## src/rtl/btn_event_pkg.sv

```systemverilog
// Shared encodings and default timing for the button event generator.
// State values are fixed so other blocks can decode the classifier state.
package btn_event_pkg;

  typedef enum logic [1:0] {
    StIdle     = 2'd0,
    StPressed  = 2'd1,
    StLongHeld = 2'd2
  } btn_state_e;

  localparam int unsigned DefDebounceMs = 20;
  localparam int unsigned DefLongMs     = 1000;
  localparam int unsigned DefRepeatMs   = 200;

endpackage

```

## src/rtl/btn_debounce.sv

```systemverilog
// Two-flop synchronizer plus tick-based debounce of the raw button.
// rise/fall are combinational accept strobes, valid in the cycle btn_level is about to toggle.
module btn_debounce
  import btn_event_pkg::*;
#(
  parameter int unsigned DEBOUNCE_MS = DefDebounceMs
) (
  input  logic clk,
  input  logic rst_n,
  input  logic tick_1ms,
  input  logic btn,
  output logic btn_level,
  output logic rise,
  output logic fall
);

  localparam int unsigned CntW = $clog2(DEBOUNCE_MS + 1);
  localparam logic [CntW-1:0] CntLast = CntW'(DEBOUNCE_MS - 1);

  logic            s0_q, s1_q;
  logic            level_q, level_d;
  logic [CntW-1:0] cnt_q, cnt_d;
  logic            accept;

  always_comb begin
    accept  = tick_1ms && (s1_q != level_q) && (cnt_q == CntLast);
    level_d = level_q ^ accept;
    cnt_d   = cnt_q;
    if ((s1_q == level_q) || accept) begin
      cnt_d = '0;
    end else if (tick_1ms) begin
      cnt_d = cnt_q + CntW'(1);
    end
  end

  always_ff @(posedge clk) begin
    if (!rst_n) begin
      s0_q    <= 1'b0;
      s1_q    <= 1'b0;
      level_q <= 1'b0;
      cnt_q   <= '0;
    end else begin
      s0_q    <= btn;
      s1_q    <= s0_q;
      level_q <= level_d;
      cnt_q   <= cnt_d;
    end
  end

  assign btn_level = level_q;
  assign rise      = accept && !level_q;
  assign fall      = accept && level_q;

endmodule

```

## src/rtl/button_event_gen.sv

```systemverilog
// Debounced push-button classifier: press, release, short, long and auto-repeat strobes.
// All strobes are registered on the same edge that updates btn_level.
module button_event_gen
  import btn_event_pkg::*;
#(
  parameter int unsigned DEBOUNCE_MS = DefDebounceMs,
  parameter int unsigned LONG_MS     = DefLongMs,
  parameter int unsigned REPEAT_MS   = DefRepeatMs
) (
  input  logic clk,
  input  logic rst_n,
  input  logic tick_1ms,
  input  logic btn,
  output logic btn_level,
  output logic press_pulse,
  output logic release_pulse,
  output logic short_pulse,
  output logic long_pulse,
  output logic repeat_pulse
);

  localparam int unsigned HoldW = $clog2(LONG_MS + 1);
  localparam int unsigned RepW  = $clog2(REPEAT_MS + 1);
  localparam logic [HoldW-1:0] HoldLast = HoldW'(LONG_MS - 1);
  localparam logic [RepW-1:0]  RepLast  = RepW'(REPEAT_MS - 1);

  logic             rise, fall;
  btn_state_e       state_q;
  logic [HoldW-1:0] hold_cnt_q;
  logic [RepW-1:0]  rep_cnt_q;
  logic             press_q, release_q, short_q, long_q, repeat_q;

  btn_debounce #(
    .DEBOUNCE_MS(DEBOUNCE_MS)
  ) u_debounce (
    .clk      (clk),
    .rst_n    (rst_n),
    .tick_1ms (tick_1ms),
    .btn      (btn),
    .btn_level(btn_level),
    .rise     (rise),
    .fall     (fall)
  );

  // An accepted fall always takes priority over a coincident long or repeat hit.
  always_ff @(posedge clk) begin
    if (!rst_n) begin
      state_q    <= StIdle;
      hold_cnt_q <= '0;
      rep_cnt_q  <= '0;
      press_q    <= 1'b0;
      release_q  <= 1'b0;
      short_q    <= 1'b0;
      long_q     <= 1'b0;
      repeat_q   <= 1'b0;
    end else begin
      press_q   <= 1'b0;
      release_q <= 1'b0;
      short_q   <= 1'b0;
      long_q    <= 1'b0;
      repeat_q  <= 1'b0;
      unique case (state_q)
        StIdle: begin
          if (rise) begin
            press_q    <= 1'b1;
            hold_cnt_q <= '0;
            state_q    <= StPressed;
          end
        end
        StPressed: begin
          if (fall) begin
            short_q    <= 1'b1;
            release_q  <= 1'b1;
            hold_cnt_q <= '0;
            state_q    <= StIdle;
          end else if (tick_1ms) begin
            if (hold_cnt_q == HoldLast) begin
              long_q     <= 1'b1;
              hold_cnt_q <= '0;
              rep_cnt_q  <= '0;
              state_q    <= StLongHeld;
            end else begin
              hold_cnt_q <= hold_cnt_q + HoldW'(1);
            end
          end
        end
        StLongHeld: begin
          if (fall) begin
            release_q <= 1'b1;
            rep_cnt_q <= '0;
            state_q   <= StIdle;
          end else if (tick_1ms) begin
            if (rep_cnt_q == RepLast) begin
              repeat_q  <= 1'b1;
              rep_cnt_q <= '0;
            end else begin
              rep_cnt_q <= rep_cnt_q + RepW'(1);
            end
          end
        end
        default: state_q <= StIdle;
      endcase
    end
  end

  assign press_pulse   = press_q;
  assign release_pulse = release_q;
  assign short_pulse   = short_q;
  assign long_pulse    = long_q;
  assign repeat_pulse  = repeat_q;

endmodule

```

## config.mk

```make
export PLATFORM = sky130hd
export DESIGN_NAME = button_event_gen
export DESIGN_NICKNAME = d
export VERILOG_FILES = /design/src/rtl/btn_event_pkg.sv /design/src/rtl/btn_debounce.sv /design/src/rtl/button_event_gen.sv
export SDC_FILE = /design/constraint.sdc
export NUM_CORES = 1
export LEC_CHECK = 0
export ABC_CLOCK_PERIOD_IN_PS = 4300
export CELL_PAD_IN_SITES_DETAIL_PLACEMENT = 0
export CELL_PAD_IN_SITES_GLOBAL_PLACEMENT = 1
export CORE_AREA = 2 2 50 87
export DETAILED_ROUTE_END_ITERATION = 8
export DIE_AREA = 0 0 52 89
export MAX_ROUTING_LAYER = met4
export PLACE_DENSITY_LB_ADDON = 0.1
export SYNTH_ARGS = -nofsm -noshare
export SYNTH_HDL_FRONTEND = slang
export SYNTH_SLANG_ARGS = --single-unit
```

## constraint.sdc

```tcl
create_clock -name clk -period 4.3 [get_ports clk]
set_input_delay 0.86 -clock clk [delete_from_list [all_inputs] [get_ports clk]]
set_output_delay 0.86 -clock clk [all_outputs]
set_load 0.02 [all_outputs]
```

* Word-level counts from Yosys, hierarchy flattened *
Cells that the tools add are included.
W data, S select, Z words.

word-level totals
  bits in registers = 33
  bits in latches = 0
  RAM bits = 0
  memory bits (read-only) = 0
  bits of input ports = 4
  output and inout port bits = 6
  memories = 0

cells by class
  add/sub/neg operators = 3
  multipliers = 0
  divide/modulo/power cells = 0
  $lt $le $gt $ge = 0
  equal/unequal tests = 15
  shifts and indexed selects = 0
  muxes and demuxes = 22
  bitwise logic cells = 5
  reductions and logical operators = 19

operators with widths
  kind                     number
  $mux W8                  6
  $mux W10                 4
  $pmux W10 S2             1
  $pmux W8 S2              1
  $add A10 B1 Y10 const B  1
  $eq A10 B10 Y1 const B   1
  $mux W2                  5
  $ne A2 B2 Y1 const B     5
  $ne A3 B3 Y1 const B     3
  $add A8 B1 Y8 const B    1
  $eq A8 B8 Y1 const B     1
  $reduce_or A4 Y1         2
  $pmux W2 S3              1
  $reduce_and A2 Y1        3
  $add A5 B1 Y5 const B    1
  $eq A5 B5 Y1 const B     1
  $reduce_and A5 Y1        1
  $logic_and A1 B1 Y1      4
  $mux W1                  4
  $not A1 Y1               4
  $reduce_and A4 Y1        1
  $reduce_bool A2 Y1       2
  $reduce_or A2 Y1         2
  $reduce_and A3 Y1        1
  8 further kinds          8

* Depth between registers and ports, before layout *
Gate-level depths: netlist of run 1.

  word-level depth = 6
  gate-level depth with buffers = 10
  mapped depth without buffers = 9

* By module *
From an unflattened synthesis of run 1, not the netlist that was laid out.

second synthesis, totals
  cell total of the unflattened synthesis = 187
  area, all modules = 1719.1 um^2

by module, submodules not included
  module            instances  cells each  area each (um^2)  sequential area each (um^2)
  button_event_gen  1          152         1356.3            500.5
  btn_debounce      1          35          362.8             160.2

* Worst setup path before layout of run 1 *
Ideal clock, no wire load.

  path type = input -> register
  start = input tick_1ms
  end = register hold_cnt_q[9]
  setup time = 0.072 ns
  arrival time = 3.173 ns
  path slack = 1.056 ns
  cell stages on the path = 10
  cells stage by stage = buf_2 > nand2_1 > or4b_2 > nor2_1 > ha_1 > buf_2 > nor3b_2 > or3_4 > or3_1 > a21oi_1

on the way
  cells in the longest elaborated chain, start to end = 5
  elaborated cells on any way between the ends = 9
  classes of those cells = eq/ne: 2; mux: 2; reduce/logical: 5

ends and longest elaborated chain
  element                                                             RTL line                text
  from (decl)                                                         button_event_gen.sv:12  input logic tick_1ms,
  $logic_and A1 B1 Y1 * (2 in a row)                                  btn_debounce.sv:26      accept = tick_1ms && (s1_q != level_q) && (cnt_q == CntLast);
  $logic_and A1 B1 Y1 *                                               btn_debounce.sv:52      assign fall = accept && level_q;
  via fall                                                            button_event_gen.sv:27  logic rise, fall;
  $ne A3 B3 Y1 (no line) / $mux W10 (equally long branches)           n/a
  $reduce_and A3 Y1 (no line) / $pmux W10 S2 (equally long branches)  n/a
  to (signal assigned)                                                button_event_gen.sv:83  hold_cnt_q <= hold_cnt_q + HoldW'(1);
  to (decl)                                                           button_event_gen.sv:29  logic [HoldW-1:0] hold_cnt_q;

The timed path passes the listed nets; every way through them passes the cells marked *.
A chain may end at the register's enable or synchronous reset.

* Worst setup path in the final report of run 1 *
  start = input tick_1ms
  end = register rep_cnt_q[6]

on the way
  cells in the longest elaborated chain, start to end = 5
  elaborated cells on any way between the ends = 9
  classes of those cells = eq/ne: 3; mux: 2; reduce/logical: 4

ends and longest elaborated chain
  element                                                            RTL line                text
  $logic_and A1 B1 Y1 * (2 in a row)                                 btn_debounce.sv:26
  $logic_and A1 B1 Y1 *                                              btn_debounce.sv:52
  via fall                                                           button_event_gen.sv:27
  $ne A3 B3 Y1 (no line) (tied with other cells)                     n/a
  $reduce_and A5 Y1 (no line) / $pmux W8 S2 (equally long branches)  n/a
  to (signal assigned)                                               button_event_gen.sv:97  rep_cnt_q <= rep_cnt_q + RepW'(1);
  to (decl)                                                          button_event_gen.sv:30  logic [RepW-1:0] rep_cnt_q;

Marked as above.

==> impl_metrics.tcl, run 1 <==
set metrics [dict create \
    antenna_found_initial 0 \
    synth_xor_area_share_pct 5.79 \
    postCtsHoldBufs 0 \
    core_area_um2 3870 \
    clock-sinks 33 \
    drv_slew 0 \
    slowest_stage "or4b_2" \
    period_share_pct 80.6 \
    clk_pin_slew_ps 60 \
    cts_resized 0 \
    synth_ff_type "dfxtp_1" \
    clock_latency_ps 280 \
    hold_class "register to register" \
    finalHoldViolCount 0 \
    synth_top_area_share_pct 39.7 \
    finClkSkew_ps 2.67 \
    grt_pass1_wl_um 6200 \
    arrival_ps 3610 \
    power_per_cell_area_nw_per_um2 285 \
    num_vias 1375 \
    cts_tree "yes" \
    synth_seq_cells 33 \
    fillers 392 \
    rsz0062_at_grt "no" \
    endpoint_kind "register" \
    synth_top_cell_by_area "dfxtp_1" \
    drtPass1Iterations 4 \
    finalWirelength_um 3640 \
    htreeDepth 2 \
    ys_seq_area_share_pct 39.7 \
    maxCapViolCount 0 \
    dieWidth_um 52 \
    die_y_um 89 \
    grt.busiest_layer "met2" \
    cts_inserted_buffers 5 \
    power_uw 539 \
    outcome "complete, no violations" \
    globalRouteMet3Util_pct 4.01 \
    relSlewSlack_pct 41.5 \
    diodes 0 \
    rr_worst_depth 9 \
    root_buffer "clkbuf_8" \
    fin_crit_ps 3470 \
    synth_mux_area_share_pct 2.40 \
    start_util_pct 43.1 \
    synth-compound-area-share_pct 13.7 \
    placed_area_um2 1810 \
    min_path_cells 1 \
    leakagePower_nw 0.683 \
    crit_path_max_fanout 10 \
    cts_setup_buffers 0 \
    io_buffers 9 \
    grt_max_degree 28 \
    grt_pass1_vias 1383 \
    num_io_pins 10 \
    yosys_warnings 0 \
    syn-instance-count 187 \
    fp.dieArea_um2 4630 \
    rows 30 \
    gp_congestion 0.730 \
    yosys.area_share.simple_pct 29.6 \
    setup_violations 0 \
    syn_area_um2 1670 \
    dpl.hpwl_um 2760 \
    drive_gt1_share_pct 7.96 \
    path_class "primary input to register" \
    clockBufferDepth 2 \
    area_growth_pct 13.6 \
    synthTopCellsByArea "dfxtp_1 (40%), ha_1 (6.0%), xnor2_1 (3.7%)" \
    max_stage_delay_ps 630 \
    fin_setup_tns_ps 0 \
    seq_area_um2 661 \
    grt_use_met2_pct 35.0 \
    worst_pin_slew_ps 875 \
    globalRouteMet1Util_pct 17.7 \
    cp-start-kind "primary input" \
    drtAntennaViolNets 0 \
    synth_top_family_by_area "simple AND/OR/NAND/NOR gates" \
    grt_use_total_pct 18.9 \
    ir_worst_vdd_v 0.000255 \
    synth_async_sr_flop_share_pct 0 \
    fin_area_um2 1890 \
    synth.avg_cell_area_um2 8.91 \
    viasPerCell 5.52 \
    synth_edf_count 0 \
    crit_chain "clkdlybuf4s50_1 > nand2_1 > or4b_2 > nor2_1 > ha_1 > and3b_1 > and4_1 > o21ai_0 > o22ai_1" \
    routedWlPerCell_um 14.6 \
    drt_first_iter_violations 32 \
    overflow 0 \
    synthAdderAreaFrac_pct 6.01 \
    syn_nets 199 \
    synth_cell_types 43 \
    final_core_util_pct 48.9 \
    multi_input_area_um2 957 \
    fmax_mhz 289 \
    final_nets 212 \
    drc 0 \
    crit_required_ps 4450 \
]
==> metrics by stage <==
stage,hold slack [ps],setup WS (ps),instances
5_1_grt,473,731,249
4_1_cts,455,849,249
6_report,459,834,249
3_5_place_dp,428,544,241
2_1_floorplan,412,1060,187
3_3_place_gp,442,606,241
==> worst paths after layout <==
path	startpoint	end	slack [ps]
setup / recovery	tick_1ms	rep_cnt_q[6]	830
hold / removal	u_debounce.s0_q	u_debounce.s1_q	460
setup reg to reg	u_debounce.cnt_q[0]	rep_cnt_q[6]	1340
hold reg to reg	u_debounce.s0_q	u_debounce.s1_q	460
==> per-layer routing <==
| metal | routed length [µm] | part of all wire, % | vias to the layer above |
|---|---|---|---|
| li1 | - | - | 698 |
| met1 | 1380 | 38 | 645 |
| met2 | 2090 | 57 | 22 |
| met3 | 80 | 2.2 | 10 |
| met4 | 87 | 2.4 | 0 |
| met5 | 0 | 0 | - |
==> Yosys cell counts (2+ instances only) <==
library cell and number:
nor2_1 14, nor3b_1 4, and2_1 5, dfxtp_1 33, a211oi_1 2, nand2_1 16, xor2_1 4, or3_1 2
nand3b_1 4, mux2i_1 4, o21a_1 2, xnor2_1 7, or3b_2 2, buf_2 2, nand4_1 5, and3_1 8
nand3_1 7, o211ai_1 2, nand2b_1 2, ha_1 8, a21oi_1 9, nor2b_1 3, nor4b_1 3, inv_1 7
o21ai_0 5, a22oi_1 2, o22ai_1 4, clkbuf_1 3, nor3_1 2, and4_1 3
==> layout make-up <==
type                    count  share of cell area (%)
flip-flops and latches     33                    34.9
clock inverters             2                   0.529
repair buffers             11                    5.56
well taps                  48                    3.17
multi-input cells         142                    50.6
clock buffers               6                    3.84
inverters                   7                    1.39
==> sequential cells by signal, indices dropped and copies added (netlist names) <==
signal and cells:
hold_cnt_q 10, rep_cnt_q 8, u_debounce.cnt_q 5, state_q 2, long_pulse 1, press_pulse 1, release_pulse 1, repeat_pulse 1
short_pulse 1, u_debounce.btn_level 1, u_debounce.s0_q 1, u_debounce.s1_q 1
==> placed cells by master (no fill, tap or decap), types with 7 or more instances in the layout <==
master / Yosys / final
nand3_1: 7 / 7
ha_1: 8 / 8
a21oi_1: 9 / 9
nand2_1: 16 / 16
clkdlybuf4s50_1: 0 / 9
nor2_1: 14 / 14
inv_1: 7 / 7
and3_1: 8 / 8
xnor2_1: 7 / 7
dfxtp_1: 33 / 33
==> report_power, final <==
group          total (mW)  switching [mW]  internal, mW
clock network       0.218           0.106         0.112
logic              0.0143         0.00810       0.00623
registers           0.307        0.000462         0.307
==> cell families after synthesis <==
family,after synthesis
AO/OA/AOI/OAI,34
buffers and inverters,12
XOR/XNOR,11
AND/OR/NAND/NOR,85
adder cells (fa/ha/maj),8
multiplexers,4
flip-flops,33
==> worst max-delay path: cells and delay by family <==
| kind | cells | cell delay, ps |
|---|---|---|
| buffers and inverters | 1 | 470 |
| adder cells (fa/ha/maj) | 1 | 330 |
| AO/OA/AOI/OAI | 2 | 630 |
| AND/OR/NAND/NOR | 5 | 1320 |
(Power assumes the default switching activity.)
==> run 2, diff against run 1 <==
- ABC_CLOCK_PERIOD_IN_PS: 4300 -> 3500
- clock period: 4.3 -> 3.5 ns (I/O delays scaled with it)
==> run 2 against run 1 <==
Utilization grew 1.3 points. Sequential share of layout area shrank 0.88 points. Die area is the same. Clock skew grew 3.0 ps. Register-to-register slack lost 630 ps. Worst setup slack lost 470 ps. Final area grew 2.6%. Count of clock-buffer cells in the layout grew 1. Sequential cell count is the same. Sequential power grew 23%. Via count grew 2.8%. Critical path type unchanged. Largest cell class unchanged. Largest power group unchanged. Highest routed layer unchanged.
==> impl_metrics.tcl, run 2 (synthesis gave the netlist of run 1 again) <==
set metrics [dict create \
    leakagePower_nw 0.710 \
    crit-reg2reg-launch "u_debounce.cnt_q[0]" \
    outcome "complete, no violations" \
    place_inst 247 \
    overflow 0 \
    clk_pin_slew_ps 70 \
    finalNonFillerCells 254 \
    drv_slew 0 \
    drc 0 \
    grt_max_degree 17 \
    cts_setup_buffers 0 \
    largest_register "hold_cnt_q" \
    pre_cts_ws_ps 74.0 \
    fin_crit_ps 3130 \
    path_class "primary input to register" \
    final_nets 218 \
    cts_inserted_buffers 5 \
    rrSetupSlack_ps 710 \
    rows 30 \
    power_per_cell_area_nw_per_um2 352 \
    placed_area_um2 1850 \
    finClkSkew_ps 5.71 \
    maxCapViolCount 0 \
    grt_pass1_wl_um 6210 \
    root_buffer "clkbuf_8" \
    clock_latency_ps 280 \
    ir_worst_vdd_v 0.000199 \
    die_y_um 89 \
    fp.dieArea_um2 4630 \
    clock-sinks 33 \
    largest_register_ffs 10 \
    start_util_pct 43.1 \
    cp-start-kind "primary input" \
    viasPerCell 5.56 \
    clockBufferDepth 2 \
    crit_end "hold_cnt_q[9]" \
    grt_use_total_pct 18.6 \
    rsz0062_at_grt "no" \
    endpoint_kind "register" \
    layout_common_cells "dfxtp_1 (33), nand2_1 (16), nor2_1 (14)" \
    finalHoldViolCount 0 \
    final_common_cell "dfxtp_1" \
    hold_class "register to register" \
    arrival_ps 3350 \
    postCtsHoldBufs 0 \
    cts_resized 0 \
    timing.final.ws_setup_ps 365 \
    htreeDepth 2 \
    routedWlPerCell_um 14.8 \
    power_uw 683 \
    num_vias 1413 \
    rr_worst_depth 9 \
    grt_pass1_vias 1365 \
    drt_first_iter_violations 50 \
    drtPass1Iterations 4 \
    fin_setup_tns_ps 0 \
    startpoint "tick_1ms" \
    reg_top3 "hold_cnt_q x10, rep_cnt_q x8, u_debounce.cnt_q x5" \
    io_buffers 9 \
    num_io_pins 10 \
    crit_required_ps 3710 \
    cts_tree "yes" \
    dieWidth_um 52 \
    period_share_pct 89.6 \
    dpl.hpwl_um 2770 \
    r2r-end "hold_cnt_q[9]" \
    crit_path_max_fanout 9 \
    fin_area_um2 1940 \
    diodes 0 \
    finalWirelength_um 3760 \
    setup_violations 0 \
    relSlewSlack_pct 48.9 \
    fmax_mhz 319 \
    gp_congestion 0.776 \
    drive_gt1_share_pct 10.2 \
    area_growth_pct 16.5 \
    drtAntennaViolNets 0 \
    worst_pin_slew_ps 762 \
    antenna_found_initial 0 \
    core_area_um2 3870 \
]
==> run 2: cell count changes in the layout (fill, tap and decap cells not counted), sizes merged <==
cell    before  now
buf          2    8
clkinv       2    0
clkbuf       6    7
==> run 2: worst min-delay path by stage <==
stage	cells past startpoint	from	to	slack [ps]
floorplan	1	u_debounce.s0_q	u_debounce.s1_q	410
global placement	1	u_debounce.s0_q	u_debounce.s1_q	430
detailed placement	1	u_debounce.s0_q	u_debounce.s1_q	430
CTS	1	u_debounce.s0_q	u_debounce.s1_q	450
global route	1	u_debounce.s0_q	u_debounce.s1_q	470
finish	1	u_debounce.s0_q	u_debounce.s1_q	460
==> run 2: critical path, stage by stage <==
cell and delay [ps]:
clkdlybuf4s50_1 480, nand2_1 80, or4b_2 640, nor2_1 170, ha_1 230, nor3b_2 120
or3_4 430, or3_1 360, a21oi_1 140
==> run 2: where the power goes <==
| part | leakage, nW | internal, mW | switching, mW | total (mW) |
|---|---|---|---|---|
| clock | 0.0443 | 0.156 | 0.131 | 0.287 |
| sequential | 0.266 | 0.377 | 0.000526 | 0.377 |
| combinational | 0.400 | 0.00827 | 0.0102 | 0.0185 |
==> run 2: layout make-up <==
class | instances | area [µm²]
clock buffers | 7 | 86.3
fillers | 389 | 1930
inverters | 7 | 26.3
multi-input cells | 142 | 957
flip-flops and latches | 33 | 661
well taps | 48 | 60.1
repair buffers | 17 | 150
==> run 2: metrics by stage <==
| stage | util (%) | hold slack, ps |
|---|---|---|
| 4_1_cts | 50.2 | 453 |
| 2_1_floorplan | - | 412 |
| 3_3_place_gp | 48.0 | 428 |
| 3_5_place_dp | 48.0 | 426 |
| 5_1_grt | 50.2 | 469 |
| 6_report | 50.2 | 456 |
==> run 2: metal layers <==
metal | GRT usage (%) | up-vias | share of wire, %
li1 | - | 708 | -
met2 | 35.1 | 12 | 56
met1 | 17.8 | 686 | 40
met5 | - | - | 0
met4 | 7.89 | 0 | 2.0
met3 | 3.51 | 7 | 1.5
